## config.mk

```make
export PLATFORM = sky130hd
export DESIGN_NAME = btn_intr_ctrl
export DESIGN_NICKNAME = d
export VERILOG_FILES = /design/src/rtl/btn_intr_ctrl.sv
export SDC_FILE = /design/constraint.sdc
export NUM_CORES = 1
export LEC_CHECK = 0
export BUFFER_PORTS_ARGS = -buffer_cell sky130_fd_sc_hd__buf_2
export CAP_MARGIN = 20
export CORE_MARGIN = 3
export CORE_UTILIZATION = 35
export CTS_BUF_LIST = sky130_fd_sc_hd__clkbuf_4
export CTS_CLUSTER_SIZE = 16
export DETAILED_ROUTE_END_ITERATION = 10
export PLACE_DENSITY = 0.5
export SETUP_SLACK_MARGIN = 0.15
export SKIP_LAST_GASP = 1
export SLEW_MARGIN = 20
export SYNTH_ARGS = -nofsm -noshare
export SYNTH_HDL_FRONTEND = slang
export SYNTH_SLANG_ARGS = --single-unit
```

## constraint.sdc

```tcl
create_clock -name CLK_50 -period 6.9 [get_ports CLK_50]
set_input_delay 1.38 -clock CLK_50 [delete_from_list [all_inputs] [get_ports CLK_50]]
set_output_delay 1.38 -clock CLK_50 [all_outputs]
set_load 0.005 [all_outputs]
```

## src/rtl/btn_intr_ctrl.sv

```systemverilog
// Button interrupt controller: counts debounced presses per source and presents
// them one at a time to the core as a level request plus source ID.
//
// state | meaning
// IDLE  | pick lowest pending+enabled source, raise INTR
// REQ   | INTR held with INTR_ID until the core acknowledges
// GAP   | one forced INTR-low cycle before the next decision
module btn_intr_ctrl #(
  parameter int NUM_SRC = 4,
  parameter int CNT_W   = 4,
  parameter int ID_W    = 2
) (
  input  logic               CLK_50,
  input  logic               RST,
  input  logic [NUM_SRC-1:0] EVT,
  input  logic [NUM_SRC-1:0] EN_MASK,
  input  logic               INTR_ACK,
  input  logic               CLR_OVF,
  output logic               INTR,
  output logic [ID_W-1:0]    INTR_ID,
  output logic [NUM_SRC-1:0] PEND,
  output logic [NUM_SRC-1:0] OVF
);

  typedef enum logic [1:0] {IDLE, REQ, GAP} state_t;

  localparam logic [CNT_W-1:0] CNT_MAX = '1;

  state_t                          state_q, state_d;
  logic                            intr_q, intr_d;
  logic [ID_W-1:0]                 id_q, id_d;
  logic [NUM_SRC-1:0]              evt_q;
  logic [NUM_SRC-1:0][CNT_W-1:0]   cnt_q, cnt_d;
  logic [NUM_SRC-1:0]              ovf_q, ovf_d;

  logic [NUM_SRC-1:0] press;
  logic [NUM_SRC-1:0] eligible;
  logic [NUM_SRC-1:0] ret_vec;
  logic [ID_W-1:0]    pick_id;
  logic               retire;

  always_comb begin
    for (int i = 0; i < NUM_SRC; i++) PEND[i] = (cnt_q[i] != '0);
  end

  assign press    = EVT & ~evt_q;
  assign eligible = PEND & EN_MASK;

  // Descending scan so the lowest eligible index is the last one written.
  always_comb begin
    pick_id = '0;
    for (int i = NUM_SRC - 1; i >= 0; i--) begin
      if (eligible[i]) pick_id = ID_W'(i);
    end
  end

  always_ff @(posedge CLK_50) begin
    if (RST) state_q <= IDLE;
    else     state_q <= state_d;
  end

  always_comb begin
    state_d = state_q;
    case (state_q)
      IDLE:    if (eligible != '0) state_d = REQ;
      REQ:     if (INTR_ACK)       state_d = GAP;
      GAP:     state_d = IDLE;
      default: state_d = IDLE;
    endcase
  end

  always_comb begin
    intr_d  = (state_d == REQ);
    id_d    = id_q;
    retire  = (state_q == REQ) && INTR_ACK;
    ret_vec = '0;
    if (state_q == IDLE && eligible != '0) id_d = pick_id;
    if (retire) ret_vec = NUM_SRC'(1) << id_q;
  end

  // A press and a retire on the same source cancel; overflow only on a pure press.
  always_comb begin
    cnt_d = cnt_q;
    for (int i = 0; i < NUM_SRC; i++) begin
      ovf_d[i] = ovf_q[i] & ~CLR_OVF;
      if (press[i] && !ret_vec[i]) begin
        if (cnt_q[i] == CNT_MAX) ovf_d[i] = 1'b1;
        else                     cnt_d[i] = cnt_q[i] + CNT_W'(1);
      end else if (ret_vec[i] && !press[i]) begin
        cnt_d[i] = cnt_q[i] - CNT_W'(1);
      end
    end
  end

  always_ff @(posedge CLK_50) begin
    if (RST) begin
      intr_q <= 1'b0;
      id_q   <= '0;
      evt_q  <= '1;
      cnt_q  <= '0;
      ovf_q  <= '0;
    end else begin
      intr_q <= intr_d;
      id_q   <= id_d;
      evt_q  <= EVT;
      cnt_q  <= cnt_d;
      ovf_q  <= ovf_d;
    end
  end

  assign INTR    = intr_q;
  assign INTR_ID = id_q;
  assign OVF     = ovf_q;

endmodule

```

==> After elaboration in Yosys (flattened, before gate mapping) <==
Cells that the tools add are included.
{ "totals": {"regBits": 29, "wordCells": 96, "in_bits": 12, "out_inout_bits": 11} }
{ "op_classes": {"addsub": 8, "bitwise_logic": 8, "mux": 28, "reduce_logical": 32, "eq_ne": 10, "n_shift": 1} }
{ "op_table": {"columns": ["op", "count"], "rows": [
  ["$mux 4", 13],
  ["$reduce_bool 4->1", 5],
  ["$add 4x1->4 const B", 4],
  ["$eq 4x4->1 const B", 4],
  ["$sub 4x1->4 const B", 4],
  ["$mux 2", 6],
  ["$logic_and 1x1->1", 10],
  ["$and 4x4->4", 2],
  ["$logic_not 1->1", 8],
  ["$mux 1", 8],
  ["$ne 2x2->1 const B", 4],
  ["$reduce_and 2->1", 4],
  ["$reduce_bool 2->1", 4],
  ["$and 1x1->1", 4],
  ["$eq 2x1->1 const B", 2],
  ["$not 4->4", 1],
  ["$pmux 2 s2", 1],
  ["$shl 1x2->4 const A", 1],
  ["$logic_not 2->1", 1],
  ["$not 1->1", 1]
]} }

==> Logic depth before layout (Yosys ltp) <==
Gate-level depths: netlist of run 1.
{ "depth": {"ltp_word": 7, "depth_mapped": 9} }

==> Worst setup path after synthesis of run 1 <==
OpenSTA, ideal clock, no wires.
{ "synth_timing": {"path_kind": "input port to flip-flop", "from": "input INTR_ACK", "to": "register cnt_q[3] (netlist name)", "path_buffers": 0, "slack_ns": 3.758, "setup_time_ns": 0.123, "arrival_ns": 3.019, "required_time_ns": 6.777, "path_stages": 8, "path_cell_list": "and4bb_2 -> a21oi_1 -> inv_1 -> ha_1 -> a21o_1 -> a21oi_1 -> mux2i_1 -> mux2_1"} }
{ "synth_via": {"elab_chain_cells": 6} }
{ "synth_lines": {"columns": ["item", "line", "rtl"], "rows": [
  ["from (decl)", "17", "input logic INTR_ACK,"],
  ["$logic_and 1x1->1 *", "75", "retire = (state_q == REQ) && INTR_ACK;"],
  ["$mux 4 *", "78", "if (retire) ret_vec = NUM_SRC'(1) << id_q;"],
  ["$logic_not 1->1", "86", "if (press[i] && !ret_vec[i]) begin"],
  ["$logic_and 1x1->1", "86", null],
  ["$ne 2x2->1 (no source line) / $reduce_bool 2->1 (equally long branches)", null, null],
  ["$reduce_and 2->1 (no source line)", null, null],
  ["to (signal assigned)", "106", "cnt_q <= cnt_d;"],
  ["to (decl)", "33", "logic [NUM_SRC-1:0][CNT_W-1:0] cnt_q, cnt_d;"]
]} }
Mark *: on every way between the ends. The rest lies on a longest branch, timed or not.
A chain may end at the register's enable or synchronous reset.

==> Worst setup path in the final report of run 1 <==
Same ends and word-level chain as after synthesis.

==> impl_metrics.py, run 1 <==
metrics = {
    "worst_setup_path": {
        "worstPathArrival_ns": 3.34,
        "crit_required_ns": 7.11,
        "path_max_fanout": 6,
        "crit_path_start_kind": "input port",
        "worst_setup_path_end_kind": "register",
        "worstSetupPathType": "input port to register",
    },
    "route": {
        "drtIter0Drc": 71,
        "highest-signal-layer": "met4",
        "dr_total_vias": 1376,
        "ant_nets": 0,
        "route.detailed.drc": 0,
        "wl_met1_um": 1740,
        "wl_per_cell_um": 13.0,
        "drt_wl_total_um": 3510,
        "wl_met3_um": 132,
        "drtPass1Iterations": 4,
        "avgViaCountPerCell": 5.08,
        "wl_met2_um": 1580,
    },
    "die": {
        "core_area_mm2": 0.00453,
        "row_count": 24,
        "die_h_um": 76.0,
        "die_area_mm2": 0.00577,
        "die_w_um": 76.0,
        "ios": 23,
        "start_util": 0.378,
    },
    "power_and_ir_drop": {
        "peakVddDrop_mv": 0.0926,
        "total_power_w": 0.000436,
        "p_leak_nw": 0.825,
        "p_per_area_mw_per_mm2": 226,
    },
    "yosys": {
        "synthMuxAreaShare": 0.0730,
        "ys_async_sr_fraction": 0,
        "syn_inst": 184,
        "synth_top_family_by_area": "simple AND/OR/NAND/NOR gates",
        "synth.top_cell.area_share": 0.339,
        "synth_edf_count": 0,
        "syn_avg_cell_area_um2": 9.32,
        "synth_fa_ha_area_frac": 0.105,
        "ys_top_cells_by_area": "dfxtp_1 (34%), ha_1 (5.8%), nand2b_1 (4.7%)",
        "synth_compound_gate_area_share": 0.148,
        "synth_top_cell_by_area": "dfxtp_1",
        "syn_nets": 208,
        "ys_warn_count": 0,
        "synthMostInstantiatedCell": "dfxtp_1",
        "synthXorXnorAreaFrac": 0.0204,
        "synth.distinct_cells": 31,
        "yosys.area_share.simple": 0.284,
        "synth_seq_cells": 29,
        "syn_area_mm2": 0.00171,
        "synth_common_cells": "dfxtp_1 (29), nor2_1 (16), a21oi_1 (14)",
        "synth.yosys.seq_area_share": 0.339,
        "synthFlopType": "dfxtp_1",
    },
    "sta": {
        "slew_headroom": 0.554,
        "finalSetupTns_ns": 0,
        "rsz0062_at_grt": "no",
        "setup_violations": 0,
        "post-route-min-period_ns": 3.13,
        "final_max_slew_viol_count": 0,
        "clock_skew_ns": 0.0110,
        "tightestPinTransition_ns": 0.660,
        "finalCritPeriodShare": 0.454,
        "hold_viol": 0,
        "max_freq_mhz": 320,
    },
    "clock_tree": {
        "clockBufferDepth": 2,
        "cts_resized": 0,
        "clk_latency_ns": 0.33,
        "cts_setup_buffers": 0,
        "htreeDepth": 2,
        "numCtsBuffers": 5,
        "cts_root_buf": "clkbuf_4",
        "clock_sinks": 29,
        "clk_pin_slew_ns": 0.10,
        "cts_tree": "built",
        "cts_hold_buf": 0,
    },
    "flow_run": {
        "cap_violations": 0,
    },
    "global_routing": {
        "antenna_found_initial": 0,
        "grt_pass1_vias": 1296,
        "grt_max_degree": 38,
        "grt_overflow_total": 0,
        "grt_usage": 0.127,
        "grt_pass1_wl_um": 6000,
    },
    "place": {
        "dpl-instance-area_mm2": 0.00187,
        "gp_congestion": 0.848,
        "port_buffers": 22,
        "dpl.hpwl_um": 2570,
    },
    "finish": {
        "diodes": 0,
        "nNetsFinal": 229,
        "drive_gt1_frac": 0.209,
        "syn_to_final_growth_pct": 12.7,
        "post-route-cell-area_mm2": 0.00193,
    },
    "status": {
        "status": "completed",
    },
    "worst_hold_path": {
        "hp-class": "register to register",
    },
}
==> per-layer routing <==
layer / vias up / GRT usage
li1: 704 / -
met1: 646 / 0.167
met2: 19 / 0.194
met3: 7 / 0.0390
met4: 0 / 0.0543
met5: - / 0
==> through the flow <==
step / util / worst slack (ns) / hold WS (ns) / instances
floorplan: - / 3.76 / 0.466 / 184
global placement: 0.413 / 3.48 / 0.470 / 263
detailed placement: 0.413 / 3.44 / 0.468 / 263
CTS: 0.426 / 3.79 / 0.482 / 271
global route: 0.426 / 3.69 / 0.506 / 271
finish: 0.426 / 3.77 / 0.476 / 271
==> final cells by class <==
| cell class | count | area [um2] |
|---|---|---|
| fill | 466 | 2600 |
| multi-input combinational | 142 | 1080 |
| sequential | 29 | 581 |
| timing repair buffer | 22 | 110 |
| tap | 65 | 81.3 |
| clock buffer | 8 | 60.1 |
| inverter | 5 | 18.8 |
==> cell families after synthesis <==
kind of cell | count (synthesis)
simple gates | 78
compound gates | 36
flops | 29
buf+inv | 13
mux | 12
fa+ha+maj | 12
xor+xnor | 4
==> where the power goes <==
group          leakage (nW)  total (W)  switching (W)  internal (W)
clock                0.0368   0.000112      0.0000594     0.0000524
sequential            0.238   0.000210      0.0000257      0.000184
combinational         0.551   0.000114      0.0000557     0.0000580
total                 0.825   0.000436       0.000141      0.000295
==> flip-flops by register name, summed over array words and instances (netlist names) <==
| signal | count |
|---|---|
| INTR_ID | 2 |
| cnt_q | 16 |
| state_q | 2 |
| evt_q | 4 |
| INTR | 1 |
| OVF | 4 |
==> layout by cell type, fill, tap and decap left out, drive strengths merged <==
| master | Yosys | routed |
|---|---|---|
| and4 | 4 | 4 |
| nor3b | 9 | 9 |
| and4b | 1 | 1 |
| a41oi | 1 | 1 |
| buf | 1 | 22 |
| nor2 | 16 | 16 |
| clkinv | 1 | 1 |
| nor3 | 11 | 11 |
| ha | 8 | 8 |
| dfxtp | 29 | 29 |
| or4 | 4 | 4 |
| and3 | 3 | 3 |
| o41ai | 4 | 4 |
| mux2 | 4 | 4 |
| a21o | 4 | 4 |
| nor2b | 8 | 8 |
| a2111oi | 1 | 1 |
| or2 | 5 | 5 |
| and4bb | 2 | 2 |
| clkbuf | 7 | 8 |
| a21oi | 14 | 14 |
| inv | 4 | 4 |
| mux2i | 8 | 8 |
| fa | 4 | 4 |
| xnor2 | 4 | 4 |
| nand2b | 13 | 13 |
| nand4b | 1 | 1 |
| a211oi | 3 | 3 |
| nand3 | 1 | 1 |
| o21ai | 9 | 9 |
==> path summary, 6_finish.rpt <==
path / startpoint / end / slack, ns / depth (start not counted)
worst max-delay path: INTR_ACK / cnt_q[3] / 3.77 / 9
worst max register to register: INTR_ID[0] / cnt_q[3] / 4.29 / 8
worst min-delay path: OVF[2] / OVF[2] / 0.48 / 2
worst min register to register: OVF[2] / OVF[2] / 0.48 / 2
==> critical path, cell delays in order <==
cell and delay [ns]:
buf_2 0.12, and4bb_2 0.29, a21oi_1 0.21, inv_1 0.12, ha_1 0.29, a21o_1 0.18
a21oi_1 0.17, mux2i_1 0.24, mux2_1 0.34
(Power assumes the default switching activity.)
==> inputs of run 2 (changes only) <==
--- a/config.mk
+++ b/config.mk
@@ -12,7 +12,7 @@
 export CTS_BUF_LIST = sky130_fd_sc_hd__clkbuf_4
 export CTS_CLUSTER_SIZE = 16
 export DETAILED_ROUTE_END_ITERATION = 10
-export PLACE_DENSITY = 0.5
+export PLACE_DENSITY = 0.52
 export SETUP_SLACK_MARGIN = 0.15
 export SKIP_LAST_GASP = 1
 export SLEW_MARGIN = 20
==> constraint.sdc (replaced) <==
create_clock -name CLK_50 -period 2.51 [get_ports CLK_50]
set_input_delay 0.502 -clock CLK_50 [delete_from_list [all_inputs] [get_ports CLK_50]]
set_output_delay 0.502 -clock CLK_50 [all_outputs]
set_load 0.005 [all_outputs]
==> run 2 against run 1 <==
Against the previous run: worst setup slack got worse by 3.5 ns; global-route usage increased by 0.61 points; hold slack worse by 0.11 ns; clock power grew 140%; sequential power rose to 2.7 times the previous value; largest power group unchanged.
==> impl_metrics.py, run 2 (synthesis gave the netlist of run 1 again) <==
metrics = {
    "status": {
        "status": "completed",
    },
    "clock_tree": {
        "cts_tree": "built",
        "cts_root_buf": "clkbuf_4",
        "cts_setup_buffers": 0,
        "numCtsBuffers": 5,
        "htreeDepth": 2,
        "clockBufferDepth": 2,
        "clk_latency_ns": 0.34,
        "clock_sinks": 29,
        "clk_pin_slew_ns": 0.10,
    },
    "worst_setup_path": {
        "rr_endpoint": "cnt_q[7]",
        "worstPathArrival_ns": 2.45,
        "cp_common_cell": "a21oi_1",
        "path_max_fanout": 6,
        "crit_path_start_kind": "register",
        "cpMaxStageDelayCell": "dfxtp_1",
        "r2r_slack_ns": 0.30,
        "reg2reg_depth": 8,
        "path_cells": "and4bb_2 > a21oi_1 > inv_1 > ha_1 > a21o_1 > a21oi_1 > mux2i_1 > mux2_1",
        "critPathMaxStageDelay_ns": 0.39,
        "crit_start": "state_q[1]",
        "worst_setup_path_end_kind": "register",
        "r2r-start": "state_q[1]",
        "worstSetupPathType": "register to register",
        "crit_required_ns": 2.74,
    },
    "die": {
        "die_area_mm2": 0.00577,
        "die_h_um": 76.0,
        "row_count": 24,
        "die_w_um": 76.0,
        "ios": 23,
        "start_util": 0.378,
        "core_area_mm2": 0.00453,
    },
    "finish": {
        "final_util": 0.433,
        "final_cell_mix": "dfxtp_1 (28), buf_2 (22), nor2_1 (16)",
        "diodes": 0,
        "nNetsFinal": 234,
        "syn_to_final_growth_pct": 14.6,
        "largest_reg_flops": 16,
        "drive_gt1_frac": 0.232,
        "largest_register": "cnt_q",
        "final_common_cell": "dfxtp_1",
    },
    "global_routing": {
        "antenna_found_initial": 0,
        "grt_usage": 0.133,
        "grt_overflow_total": 0,
        "grt_pass1_wl_um": 6240,
        "grt_pass1_vias": 1410,
        "grt_max_degree": 38,
    },
    "route": {
        "route.detailed.drc": 0,
        "wl_per_cell_um": 12.8,
        "drtPass1Iterations": 4,
        "drt_wl_total_um": 3540,
        "drtIter0Drc": 44,
        "avgViaCountPerCell": 5.10,
        "ant_nets": 0,
        "dr_total_vias": 1408,
    },
    "place": {
        "port_buffers": 22,
        "gp_congestion": 0.784,
        "dpl.hpwl_um": 2670,
    },
    "sta": {
        "slew_headroom": 0.530,
        "finalSetupTns_ns": 0,
        "setup_violations": 0,
        "final_max_slew_viol_count": 0,
        "finalCritPeriodShare": 0.882,
        "clock_skew_ns": 0.0184,
        "rsz0062_at_grt": "no",
        "post-route-min-period_ns": 2.21,
        "tightestPinTransition_ns": 0.695,
        "whs_ns": 0.368,
        "max_freq_mhz": 452,
        "hold_viol": 0,
    },
    "worst_hold_path": {
        "worstHoldPathCells": 2,
        "hp-class": "input port to register",
        "whs_endpoint": "evt_q[3]",
        "hold_path.startpoint": "EVT[3]",
    },
    "power_and_ir_drop": {
        "p_leak_nw": 0.844,
        "p_per_area_mw_per_mm2": 601,
        "peakVddDrop_mv": 0.280,
    },
    "flow_run": {
        "cap_violations": 0,
    },
}
## run 2: what timing repair did
item | 4_1_cts | 5_1_grt
endpoints found under the hold margin | 0 | 0
hold buffers | 0 | 0
gates resized for setup | 0 | 3
endpoints found under the setup margin | 0 | 1
## run 2: how the worst max path moves through the flow
stage | to | cells past startpoint
final | cnt_q[7] | 8
after floorplan | cnt_q[3] | 8
after global placement | cnt_q[3] | 9
after global routing | cnt_q[15] | 8
after CTS | cnt_q[3] | 8
after detailed placement | cnt_q[3] | 9
## run 2: final cells by class
class,instances,area [um2]
fillers,468,2570
multi-input cells,142,1080
flip-flops and latches,29,582
repair buffers,27,148
well taps,65,81.3
clock buffers,5,37.5
inverters,5,18.8
clock inverters,3,12.5
## run 2: per-stage QoR
step / cells / setup WS, ns / area (um2) / total power [W]
2_1_floorplan: 184 / 0.246 / 1710 / 0.000811
3_3_place_gp: 268 / 0.0691 / 1910 / 0.000904
3_5_place_dp: 268 / 0.0297 / 1910 / 0.000916
4_1_cts: 276 / 0.256 / 1960 / 0.00119
5_1_grt: 276 / 0.152 / 1960 / 0.00126
6_report: 276 / 0.297 / 1960 / 0.00118
## run 2: critical path: cells and delay by family, from the launching register on
kind                     cells  cell delay, ns
adder cells (fa/ha/maj)      1            0.27
buffers and inverters        1            0.08
AND/OR/NAND/NOR              1            0.30
flip-flops                   1            0.39
AO/OA/AOI/OAI                3            0.52
multiplexers                 2            0.55
## run 2: where the power goes
group,switching (W),internal [W]
combinational,0.000169,0.000172
clock,0.000172,0.000101
sequential,0.0000582,0.000508
## run 2: per-layer routing
metal,track usage,share of wire,routed length (um)
met4,0.0598,0.021,75
met1,0.163,0.49,1740
met5,0,0,0
met3,0.0426,0.059,207
met2,0.215,0.43,1510
==> inputs of run 3 (changes only) <==
--- a/config.mk
+++ b/config.mk
@@ -13,6 +13,7 @@
 export CTS_CLUSTER_SIZE = 16
 export DETAILED_ROUTE_END_ITERATION = 10
 export PLACE_DENSITY = 0.52
+export REMOVE_ABC_BUFFERS = 1
 export SETUP_SLACK_MARGIN = 0.15
 export SKIP_LAST_GASP = 1
 export SLEW_MARGIN = 20
==> run 3 against run 2 <==
Against the previous run: clock-buffer cell count grew 3; global-route usage increased by 0.12 points; first-iteration DRC count is 86% higher; clock skew fell by 0.010 ns; hold slack better by 0.0082 ns; critical path type unchanged; critical endpoint is now cnt_q[3].
==> impl_metrics.py, run 3 (synthesis gave the netlist of run 1 again) <==
metrics = {
    "power_and_ir_drop": {
        "total_power_w": 0.00120,
        "p_per_area_mw_per_mm2": 609,
        "peakVddDrop_mv": 0.295,
        "p_leak_nw": 0.852,
    },
    "route": {
        "route.detailed.drc": 0,
        "dr_total_vias": 1402,
        "drtIter0Drc": 82,
        "ant_nets": 0,
        "drtPass1Iterations": 4,
        "drt_wl_total_um": 3660,
        "avgViaCountPerCell": 5.08,
        "wl_per_cell_um": 13.3,
    },
    "finish": {
        "largest_reg_flops": 16,
        "nNetsFinal": 234,
        "final_cell_mix": "dfxtp_1 (27), buf_2 (22), nor2_1 (16)",
        "n_fill_cell": 471,
        "diodes": 0,
        "multi_input_area_mm2": 0.00108,
        "syn_to_final_growth_pct": 15.3,
        "drive_gt1_frac": 0.246,
        "final_common_cell": "dfxtp_1",
        "largest_register": "cnt_q",
        "seq_area_um2": 583,
        "post-route-cell-area_mm2": 0.00198,
    },
    "die": {
        "row_count": 24,
        "die_h_um": 76.0,
        "die_area_mm2": 0.00577,
        "start_util": 0.378,
        "core_area_mm2": 0.00453,
        "ios": 23,
        "die_w_um": 76.0,
    },
    "worst_setup_path": {
        "reg2reg_depth": 8,
        "r2r-start": "state_q[1]",
        "worstPathArrival_ns": 2.42,
        "crit_required_ns": 2.72,
        "worstSetupPathType": "register to register",
        "crit_path_start_kind": "register",
        "path_max_fanout": 6,
        "rr_endpoint": "cnt_q[3]",
        "worst_setup_path_end_kind": "register",
        "r2r_slack_ns": 0.30,
    },
    "global_routing": {
        "antenna_found_initial": 0,
        "grt_pass1_vias": 1389,
        "grt_pass1_wl_um": 6370,
        "grt_overflow_total": 0,
        "grt_max_degree": 38,
        "grt_usage": 0.135,
    },
    "sta": {
        "tightestPinTransition_ns": 0.661,
        "post-route-min-period_ns": 2.21,
        "setup_violations": 0,
        "max_freq_mhz": 452,
        "clock_skew_ns": 0.00844,
        "finalCritPeriodShare": 0.882,
        "fin_ws_ns": 0.295,
        "hold_viol": 0,
        "rsz0062_at_grt": "yes",
        "final_max_slew_viol_count": 0,
        "slew_headroom": 0.554,
        "finalSetupTns_ns": 0,
        "whs_ns": 0.376,
    },
    "flow_run": {
        "cap_violations": 0,
    },
    "place": {
        "port_buffers": 22,
        "dpl.hpwl_um": 2700,
        "gp_congestion": 0.833,
        "dpl-instance-area_mm2": 0.00191,
        "place_worst_setup_slack_ns": -0.0103,
    },
    "clock_tree": {
        "cts_tree": "built",
        "cts_hold_buf": 0,
        "cts_root_buf": "clkbuf_4",
        "clk_latency_ns": 0.32,
        "numCtsBuffers": 5,
        "clock_sinks": 29,
        "htreeDepth": 2,
        "clockBufferDepth": 2,
        "clk_pin_slew_ns": 0.09,
    },
    "worst_hold_path": {
        "hold_path.startpoint": "EVT[0]",
        "hp-class": "input port to register",
        "worstHoldPathCells": 2,
        "whs_endpoint": "evt_q[0]",
    },
    "status": {
        "status": "completed",
    },
}
[run 3: changes by cell type in the layout (fill, tap and decap cells not counted)]
cell / before / now
dfxtp_1: 28 / 27
clkinv_1: 2 / 0
o21ai_1: 0 / 1
clkbuf_4: 5 / 8
dfxtp_2: 1 / 2
o21ai_0: 9 / 8
clkinv_2: 1 / 0
[run 3: cell type report]
cell class / count / area share
multi-input cells: 142 / 0.549
flip-flops and latches: 29 / 0.295
repair buffers: 27 / 0.0747
well taps: 65 / 0.0412
clock buffers: 8 / 0.0304
inverters: 5 / 0.00950
[run 3: worst max path at each step]
stage	end	start	depth (start not counted)	slack (ns)
global route	cnt_q[7]	state_q[1]	8	0.14
detailed placement	cnt_q[7]	INTR_ACK	9	-0.01
CTS	cnt_q[7]	INTR_ID[1]	8	0.21
global placement	cnt_q[3]	INTR_ACK	9	0.08
finish	cnt_q[3]	state_q[1]	8	0.30
floorplan	cnt_q[3]	INTR_ACK	8	0.25
[run 3: per-stage QoR]
stage / util / instances
6_report: 0.436 / 276
2_1_floorplan: - / 176
5_1_grt: 0.436 / 276
3_3_place_gp: 0.421 / 268
4_1_cts: 0.434 / 276
3_5_place_dp: 0.421 / 268
[run 3: power by group]
part / switching (W) / internal [W] / leakage [nW]
clock network: 0.000152 / 0.000144 / 0.0368
logic: 0.000166 / 0.000171 / 0.576
registers: 0.0000625 / 0.000508 / 0.239
total: 0.000380 / 0.000823 / 0.852
[run 3: critical path: stages, from the launching register on]
cell and delay, ns:
dfxtp_2 0.37, and4bb_2 0.28, a21oi_1 0.20, inv_1 0.08
ha_1 0.28, a21o_1 0.18, a21oi_1 0.18, mux2i_1 0.21
mux2_1 0.33
[run 3: metal layers]
metal | wire length (um) | up-vias | part of all wire | GRT usage
met2 | 1540 | 29 | 0.42 | 0.203
met1 | 1880 | 649 | 0.51 | 0.184
met3 | 189 | 6 | 0.052 | 0.0390
met5 | 0 | - | 0 | 0
li1 | - | 718 | - | -
met4 | 51 | 0 | 0.014 | 0.0453
[run 3: repair_timing]
item                                    CTS  global route
endpoints found under the hold margin     0             0
resized for setup                         0             5
endpoints found under the setup margin    0             4
setup buffers                             0             0
